[config.mk]
export PLATFORM = sky130hd
export DESIGN_NAME = stream_profiler_collector
export DESIGN_NICKNAME = d
export VERILOG_FILES = /design/src/rtl/stream_profiler_collector_pkg.sv /design/src/rtl/stream_profiler_collector_rr_arbiter_n.sv /design/src/rtl/stream_profiler_collector.sv
export SDC_FILE = /design/constraint.sdc
export NUM_CORES = 2
export LEC_CHECK = 0
export CAP_MARGIN = 20
export CORE_AREA = 2 2 431 433
export CTS_BUF_LIST = sky130_fd_sc_hd__clkbuf_8
export CTS_CLUSTER_SIZE = 24
export DETAILED_ROUTE_END_ITERATION = 16
export DIE_AREA = 0 0 433 435
export GPL_TIMING_DRIVEN = 0
export PLACE_DENSITY = 0.51
export RECOVER_POWER = 50
export SLEW_MARGIN = 20
export SYNTH_ARGS = -nofsm -noshare
export SYNTH_HDL_FRONTEND = slang
export SYNTH_SLANG_ARGS = --single-unit
[constraint.sdc]
create_clock -name clk -period 16 [get_ports clk]
set_input_delay 3.2 -clock clk [delete_from_list [all_inputs] [get_ports clk]]
set_output_delay 3.2 -clock clk [all_outputs]
set_load 0.01 [all_outputs]
[src/rtl/stream_profiler_collector_pkg.sv]
// Shared types and constants for the stream profiler snapshot collector.
// Defining STREAM_PROFILER_TIMESTAMP_EN adds a capture timestamp as a sixth packet beat.
package stream_profiler_collector_pkg;

    typedef logic [63:0] data64_t;

    typedef struct packed {
        data64_t handshakes;
        data64_t starved;
        data64_t stalled;
        data64_t idle;
`ifdef STREAM_PROFILER_TIMESTAMP_EN
        data64_t ts;
`endif
    } profiler_snapshot_t;

    localparam logic [7:0] PROF_HDR_MAGIC = 8'hA5;

`ifdef STREAM_PROFILER_TIMESTAMP_EN
    localparam int PROF_NBEATS = 6;
`else
    localparam int PROF_NBEATS = 5;
`endif

    localparam int PROF_BEAT_W = 3;

    typedef enum logic [0:0] {
        COL_IDLE = 1'b0,
        COL_SEND = 1'b1
    } collector_state_t;

    function automatic data64_t prof_header(input logic [7:0] ch,
                                            input logic [15:0] ovf,
                                            input logic [31:0] seq);
        return {PROF_HDR_MAGIC, ch, ovf, seq};
    endfunction

endpackage

[src/rtl/stream_profiler_collector_rr_arbiter_n.sv]
// Combinational round-robin arbiter: grants the first requester at or after ptr, wrapping.
// Used by stream_profiler_collector; has no dependency on the collector package.
module rr_arbiter_n #(
    parameter  int N = 4,
    localparam int W = (N > 1) ? $clog2(N) : 1
) (
    input  logic [N-1:0] req,
    input  logic [W-1:0] ptr,
    output logic         gnt_valid,
    output logic [W-1:0] gnt_idx
);

    int         idx;
    logic [W-1:0] cand;

    always_comb begin
        gnt_valid = 1'b0;
        gnt_idx   = '0;
        idx       = 0;
        cand      = '0;
        for (int k = 0; k < N; k++) begin
            idx  = (int'(ptr) + k) % N;
            cand = W'(idx);
            if (!gnt_valid && req[cand]) begin
                gnt_valid = 1'b1;
                gnt_idx   = cand;
            end
        end
    end

endmodule

[src/rtl/stream_profiler_collector.sv]
// Latches final counters of N_CH stream profilers on their stop handshake and
// serialises each snapshot as a fixed-length packet; optional STREAM_PROFILER_TIMESTAMP_EN.
//
// state    | meaning
// ---------+----------------------------------------------------------
// ST_IDLE  | no packet in flight; grant a pending channel and load buffer
// ST_SEND  | drive buffer[beat]; advance on handshake, back to idle after last
module stream_profiler_collector
    import stream_profiler_collector_pkg::*;
#(
    parameter  int N_CH = 4,
    localparam int CH_W = (N_CH > 1) ? $clog2(N_CH) : 1
) (
    input  logic                  clk,
    input  logic                  rst,
    input  logic [N_CH-1:0]       tap_valid,
    input  logic [N_CH-1:0]       tap_ready,
    input  logic [N_CH-1:0]       tap_last,
    input  logic [N_CH-1:0]       tap_stop,
    input  logic [N_CH-1:0][63:0] handshakes_i,
    input  logic [N_CH-1:0][63:0] starved_i,
    input  logic [N_CH-1:0][63:0] stalled_i,
    input  logic [N_CH-1:0][63:0] idle_i,
    output logic [63:0]           out_data,
    output logic                  out_valid,
    output logic                  out_last,
    input  logic                  out_ready,
    output logic                  overflow_any
);

    localparam logic [0:0] ST_IDLE = 1'(COL_IDLE);
    localparam logic [0:0] ST_SEND = 1'(COL_SEND);
    localparam logic [PROF_BEAT_W-1:0] LAST_BEAT = PROF_BEAT_W'(PROF_NBEATS - 1);

    logic [0:0]             state;
    logic [PROF_BEAT_W-1:0] beat;
    logic [N_CH-1:0]        done;
    logic [N_CH-1:0]        cap_req;
    logic [N_CH-1:0]        pending;
    logic [N_CH-1:0]        grant_hit;
    logic [N_CH-1:0]        cap_drop;
    logic [N_CH-1:0]        cap_take;
    logic [CH_W-1:0]        rr_ptr;
    logic [31:0]            seq;
    logic [15:0]            ovf_cnt [N_CH];
    profiler_snapshot_t     snap    [N_CH];
    data64_t                pkt_buf [PROF_NBEATS];

    logic                   gnt_valid;
    logic [CH_W-1:0]        gnt_idx;
    logic                   grant;
    logic [7:0]             gnt_ch8;
    logic                   last_hs;

`ifdef STREAM_PROFILER_TIMESTAMP_EN
    logic [63:0] ts_cnt;

    always_ff @(posedge clk) begin
        if (rst) ts_cnt <= '0;
        else     ts_cnt <= ts_cnt + 64'd1;
    end
`endif

    assign done = tap_valid & tap_ready & tap_last & tap_stop;

    rr_arbiter_n #(.N(N_CH)) u_arb (
        .req       (pending),
        .ptr       (rr_ptr),
        .gnt_valid (gnt_valid),
        .gnt_idx   (gnt_idx)
    );

    assign grant   = (state == ST_IDLE) && gnt_valid;
    assign last_hs = (state == ST_SEND) && out_ready && (beat == LAST_BEAT);

    // A capture landing on the channel being granted refills it rather than overflowing.
    always_comb begin
        grant_hit = '0;
        for (int i = 0; i < N_CH; i++) begin
            grant_hit[i] = grant && (gnt_idx == CH_W'(i));
        end
        cap_drop = cap_req & pending & ~grant_hit;
        cap_take = cap_req & ~cap_drop;
    end

    always_comb begin
        gnt_ch8              = '0;
        gnt_ch8[CH_W-1:0]    = gnt_idx;
    end

    always_ff @(posedge clk) begin
        for (int i = 0; i < N_CH; i++) begin
            if (cap_take[i]) begin
                snap[i].handshakes <= handshakes_i[i];
                snap[i].starved    <= starved_i[i];
                snap[i].stalled    <= stalled_i[i];
                snap[i].idle       <= idle_i[i];
`ifdef STREAM_PROFILER_TIMESTAMP_EN
                snap[i].ts         <= ts_cnt;
`endif
            end
        end
    end

    always_ff @(posedge clk) begin
        if (grant) begin
            pkt_buf[0] <= prof_header(gnt_ch8, ovf_cnt[gnt_idx], seq);
            pkt_buf[1] <= snap[gnt_idx].handshakes;
            pkt_buf[2] <= snap[gnt_idx].starved;
            pkt_buf[3] <= snap[gnt_idx].stalled;
            pkt_buf[4] <= snap[gnt_idx].idle;
`ifdef STREAM_PROFILER_TIMESTAMP_EN
            pkt_buf[5] <= snap[gnt_idx].ts;
`endif
        end
    end

    always_ff @(posedge clk) begin
        if (rst) begin
            cap_req      <= '0;
            pending      <= '0;
            overflow_any <= 1'b0;
            for (int i = 0; i < N_CH; i++) begin
                ovf_cnt[i] <= '0;
            end
        end else begin
            cap_req <= done;
            if (|cap_drop) overflow_any <= 1'b1;
            for (int i = 0; i < N_CH; i++) begin
                if (grant_hit[i]) pending[i] <= 1'b0;
                if (cap_take[i])  pending[i] <= 1'b1;
                if (cap_drop[i] && (ovf_cnt[i] != 16'hFFFF)) begin
                    ovf_cnt[i] <= ovf_cnt[i] + 16'd1;
                end
            end
        end
    end

    always_ff @(posedge clk) begin
        if (rst) begin
            state  <= ST_IDLE;
            beat   <= '0;
            rr_ptr <= '0;
            seq    <= '0;
        end else begin
            case (state)
                ST_IDLE: begin
                    if (grant) begin
                        state  <= ST_SEND;
                        beat   <= '0;
                        rr_ptr <= (gnt_idx == CH_W'(N_CH - 1)) ? '0 : gnt_idx + 1'b1;
                    end
                end
                ST_SEND: begin
                    if (out_ready) begin
                        if (beat == LAST_BEAT) begin
                            state <= ST_IDLE;
                            seq   <= seq + 32'd1;
                        end else begin
                            beat <= beat + 1'b1;
                        end
                    end
                end
                default: state <= ST_IDLE;
            endcase
        end
    end

    assign out_valid = (state == ST_SEND);
    assign out_last  = (state == ST_SEND) && (beat == LAST_BEAT);
    assign out_data  = (state == ST_SEND) ? pkt_buf[beat] : '0;

endmodule

==> flow_summary.json <==
{
  "hold_path_depth": 0,
  "clock_sinks": 1444,
  "fin_nets": 5647,
  "final_common_cell": "edfxtp_1",
  "yosys.area_share.adder_pct": 0.163,
  "grt-ovfl-total": 0,
  "port_buffers": 1108,
  "period_share_pct": 46.2,
  "post_synth_num_cell_types": 53,
  "synth.area.mux_share_pct": 3.35,
  "clkTransAtPathRegs_ps": 60,
  "ctsResizeCount": 0,
  "synth_xor_area_share_pct": 1.24,
  "grt_pass1_vias": 37100,
  "max-clock-path-buffers": 4,
  "drv_cap": 12,
  "slew_headroom_pct": -101,
  "finalClockSkew_ps": 60.1,
  "tightest_slew_ps": 3020,
  "layout_common_cells": "edfxtp_1 (1394), dlygate4sd3_1 (661), clkdlybuf4s50_1 (447)",
  "cp_max_fo": 10,
  "cts_made_buffers": 281,
  "p_leak_nw": 24.1,
  "ys_warn_count": 0,
  "slew_violations": 309,
  "rsz0062_at_grt": "no",
  "crit_path_start_kind": "flop",
  "violations": "max-capacitance violations, max-slew violations",
  "gp_congestion": 0.870,
  "drt-vias-per-instance": 5.03,
  "worstPathRequired_ps": 12800,
  "ant_nets": 0,
  "drc": 0,
  "hold_viol": 0,
  "grt_max_degree": 53,
  "syn-cell-area_sq_um": 53700,
  "num_vias": 36900,
  "routed_wl_mm": 226,
  "synthArstFlopShare_pct": 0,
  "cts_max_level": 5,
  "synth_top_family_by_area": "simple AND/OR/NAND/NOR gates",
  "cts_root_buffer": "clkbuf_8",
  "p_per_area_nw_per_um2": 109,
  "drive_above_1_share_pct": 9.91,
  "routedWlPerCell_microns": 30.8,
  "clk_latency_ps": 1040,
  "die_h_microns": 435,
  "ios": 1110,
  "synth_edf_count": 1394,
  "die_x_microns": 433,
  "syn_to_final_growth_pct": 37.6,
  "period_minus_slack_ps": 7390,
  "syn-num-nets": 4177,
  "synth_compound_area_share_pct": 6.16,
  "hold_path_class": "reg2reg",
  "endpoint_kind": "output port",
  "cts_hold_buf": 0,
  "postCtsSetupRepairBufs": 0,
  "drt-initial-drc-count": 4501,
  "ys_seq_area_share_pct": 79.8,
  "place_inst": 6793,
  "critPathKind": "reg2out",
  "syn_inst": 3127,
  "cts_tree": "built",
  "worstRegToRegCells": 8,
  "antenna_found_initial": 185,
  "drtPass1Iterations": 10,
  "ff2ff_setup_slack_ps": 9770,
  "synth_simple_gate_area_share_pct": 7.59,
  "max-vdd-ir-drop_uv": 69.7,
  "synth-seq-cells": 1444,
  "die_area_sq_um": 188000,
  "grt_pass1_wl_mm": 301,
  "whs_endpoint": "pkt_buf[0][24]$_DFFE_PP_",
  "avgSynthCellArea_sq_um": 17.2,
  "finalNonFillerCells": 7333,
  "min-delay-start": "seq[24]$_SDFFE_PP0P_",
  "fin_setup_tns_ps": 0,
  "grtUsageTotal_pct": 23.4,
  "max_freq_mhz": 135,
  "setup_viol": 0,
  "outcome": "complete, but fails checks",
  "initial_core_util_pct": 29.2,
  "hpwl_mm": 172,
  "r2r_end": "snap[2][188]$_DFFE_PP_",
  "core_sq_um": 184000,
  "synth-main-ff-cell": "edfxtp_1",
  "rows": 158,
  "r2r-start": "pending[0]$_SDFFE_PP0P_",
  "cp.arrival_ps": 4190
}
kinds of logic (layout without fill, tap and decap cells):
group                      Yosys count  after routing
adders and majority gates            7              7
DFF                               1444           1444
buffers and inverters              237           1895
other                                0             68
and+or+nand+nor                    883            883
xor gates and xnor gates            76             76
AOI/OAI and AO/OA                  364            364
muxes                              116            116
state kept, by name, summed over array words and instances, names as in the netlist, named ones only:
register      cells
seq              32
pkt_buf         306
snap           1024
out_valid         1
overflow_any      1
rr_ptr            2
ovf_cnt          64
beat              3
cap_req           4
pending           4
stage by stage:
step           worst slack (ps)  util (%)  instance area [sq um]  power, mW  hold WS (ps)
6_report                   8610      40.2                  73900       8.09           434
5_1_grt                    8310      40.1                  73800       8.38           449
4_1_cts                    8230      40.6                  74600       8.25           440
3_5_place_dp               9420      37.9                  69800       4.86           418
3_3_place_gp             -11390      36.9                  67900       4.89           423
2_1_floorplan              1280         -                  53700       4.47           406
layer usage:
metal / GRT usage, % / wire length [microns] / vias up
li1: - / - / 15700
met1: 29.5 / 89400 / 18600
met2: 39.5 / 112000 / 1925
met3: 5.30 / 17100 / 530
met4: 7.88 / 7140 / 40
met5: 0 / 229 / -
final cells by class:
type	count	area, sq um
Fill cell	17100	110000
Clock inverter	183	888
Multi-Input combinational cell	1446	9950
Buffer	205	818
Antenna cell	68	170
Timing Repair Buffer	1187	12000
Inverter	32	120
Sequential cell	1444	42900
Tap cell	2480	3100
Clock buffer	288	3960
report_power, final:
part / switching, mW / internal [mW] / total (mW)
Clock: 1.62 / 1.74 / 3.36
Sequential: 0.0312 / 4.23 / 4.26
Combinational: 0.219 / 0.260 / 0.479
synth_stat cells, types with 2 or more instances:
| library cell | n | share of area [%] |
|---|---|---|
| a211oi_1 | 7 | 0.098 |
| a21o_1 | 2 | 0.028 |
| a21oi_1 | 27 | 0.25 |
| a221oi_1 | 9 | 0.15 |
| a222oi_1 | 272 | 5.1 |
| a31oi_1 | 2 | 0.023 |
| and2_1 | 9 | 0.10 |
| and3_1 | 18 | 0.21 |
| and4_1 | 10 | 0.16 |
| buf_1 | 23 | 0.16 |
| buf_2 | 14 | 0.13 |
| clkbuf_1 | 167 | 1.2 |
| dfxtp_1 | 50 | 1.9 |
| edfxtp_1 | 1394 | 78 |
| ha_1 | 7 | 0.16 |
| inv_1 | 32 | 0.22 |
| mux2_2 | 10 | 0.21 |
| mux2i_1 | 56 | 1.0 |
| mux4_2 | 50 | 2.1 |
| nand2_1 | 291 | 2.0 |
| nand2b_1 | 3 | 0.035 |
| nand3_1 | 297 | 2.8 |
| nand4_1 | 25 | 0.29 |
| nor2_1 | 137 | 0.96 |
| nor2b_1 | 15 | 0.17 |
| nor3_1 | 53 | 0.49 |
| nor3b_1 | 2 | 0.028 |
| nor4_1 | 7 | 0.082 |
| o21a_1 | 2 | 0.028 |
| o21ai_0 | 25 | 0.23 |
| o21ai_1 | 2 | 0.019 |
| o221a_2 | 2 | 0.042 |
| o22ai_1 | 2 | 0.023 |
| o31ai_1 | 3 | 0.042 |
| or3_1 | 8 | 0.093 |
| or3_2 | 2 | 0.028 |
| or4_1 | 2 | 0.028 |
| xnor2_1 | 43 | 0.70 |
| xor2_1 | 33 | 0.54 |
worst max-delay path, cell delays in order (launching register included):
cell             delay (ps)
dfxtp_1                 450
buf_2                   600
clkbuf_1                730
mux4_2                  510
mux2i_1                 100
nor2_1                  110
clkdlybuf4s50_1         650
worst max-delay path by stage:
stage               slack [ps]                     end               startpoint
finish                    8610            out_data[43]                     flop
global route              8310            out_data[43]                     flop
CTS                       8230            out_data[34]                     flop
detailed placement        9420            out_data[34]                     flop
global placement        -11390                    flop  pending[3]$_SDFFE_PP0P_
floorplan                 1280  rr_ptr[1]$_SDFFE_PP0P_  pending[3]$_SDFFE_PP0P_
Note: power is estimated with default switching activity, not from simulation.
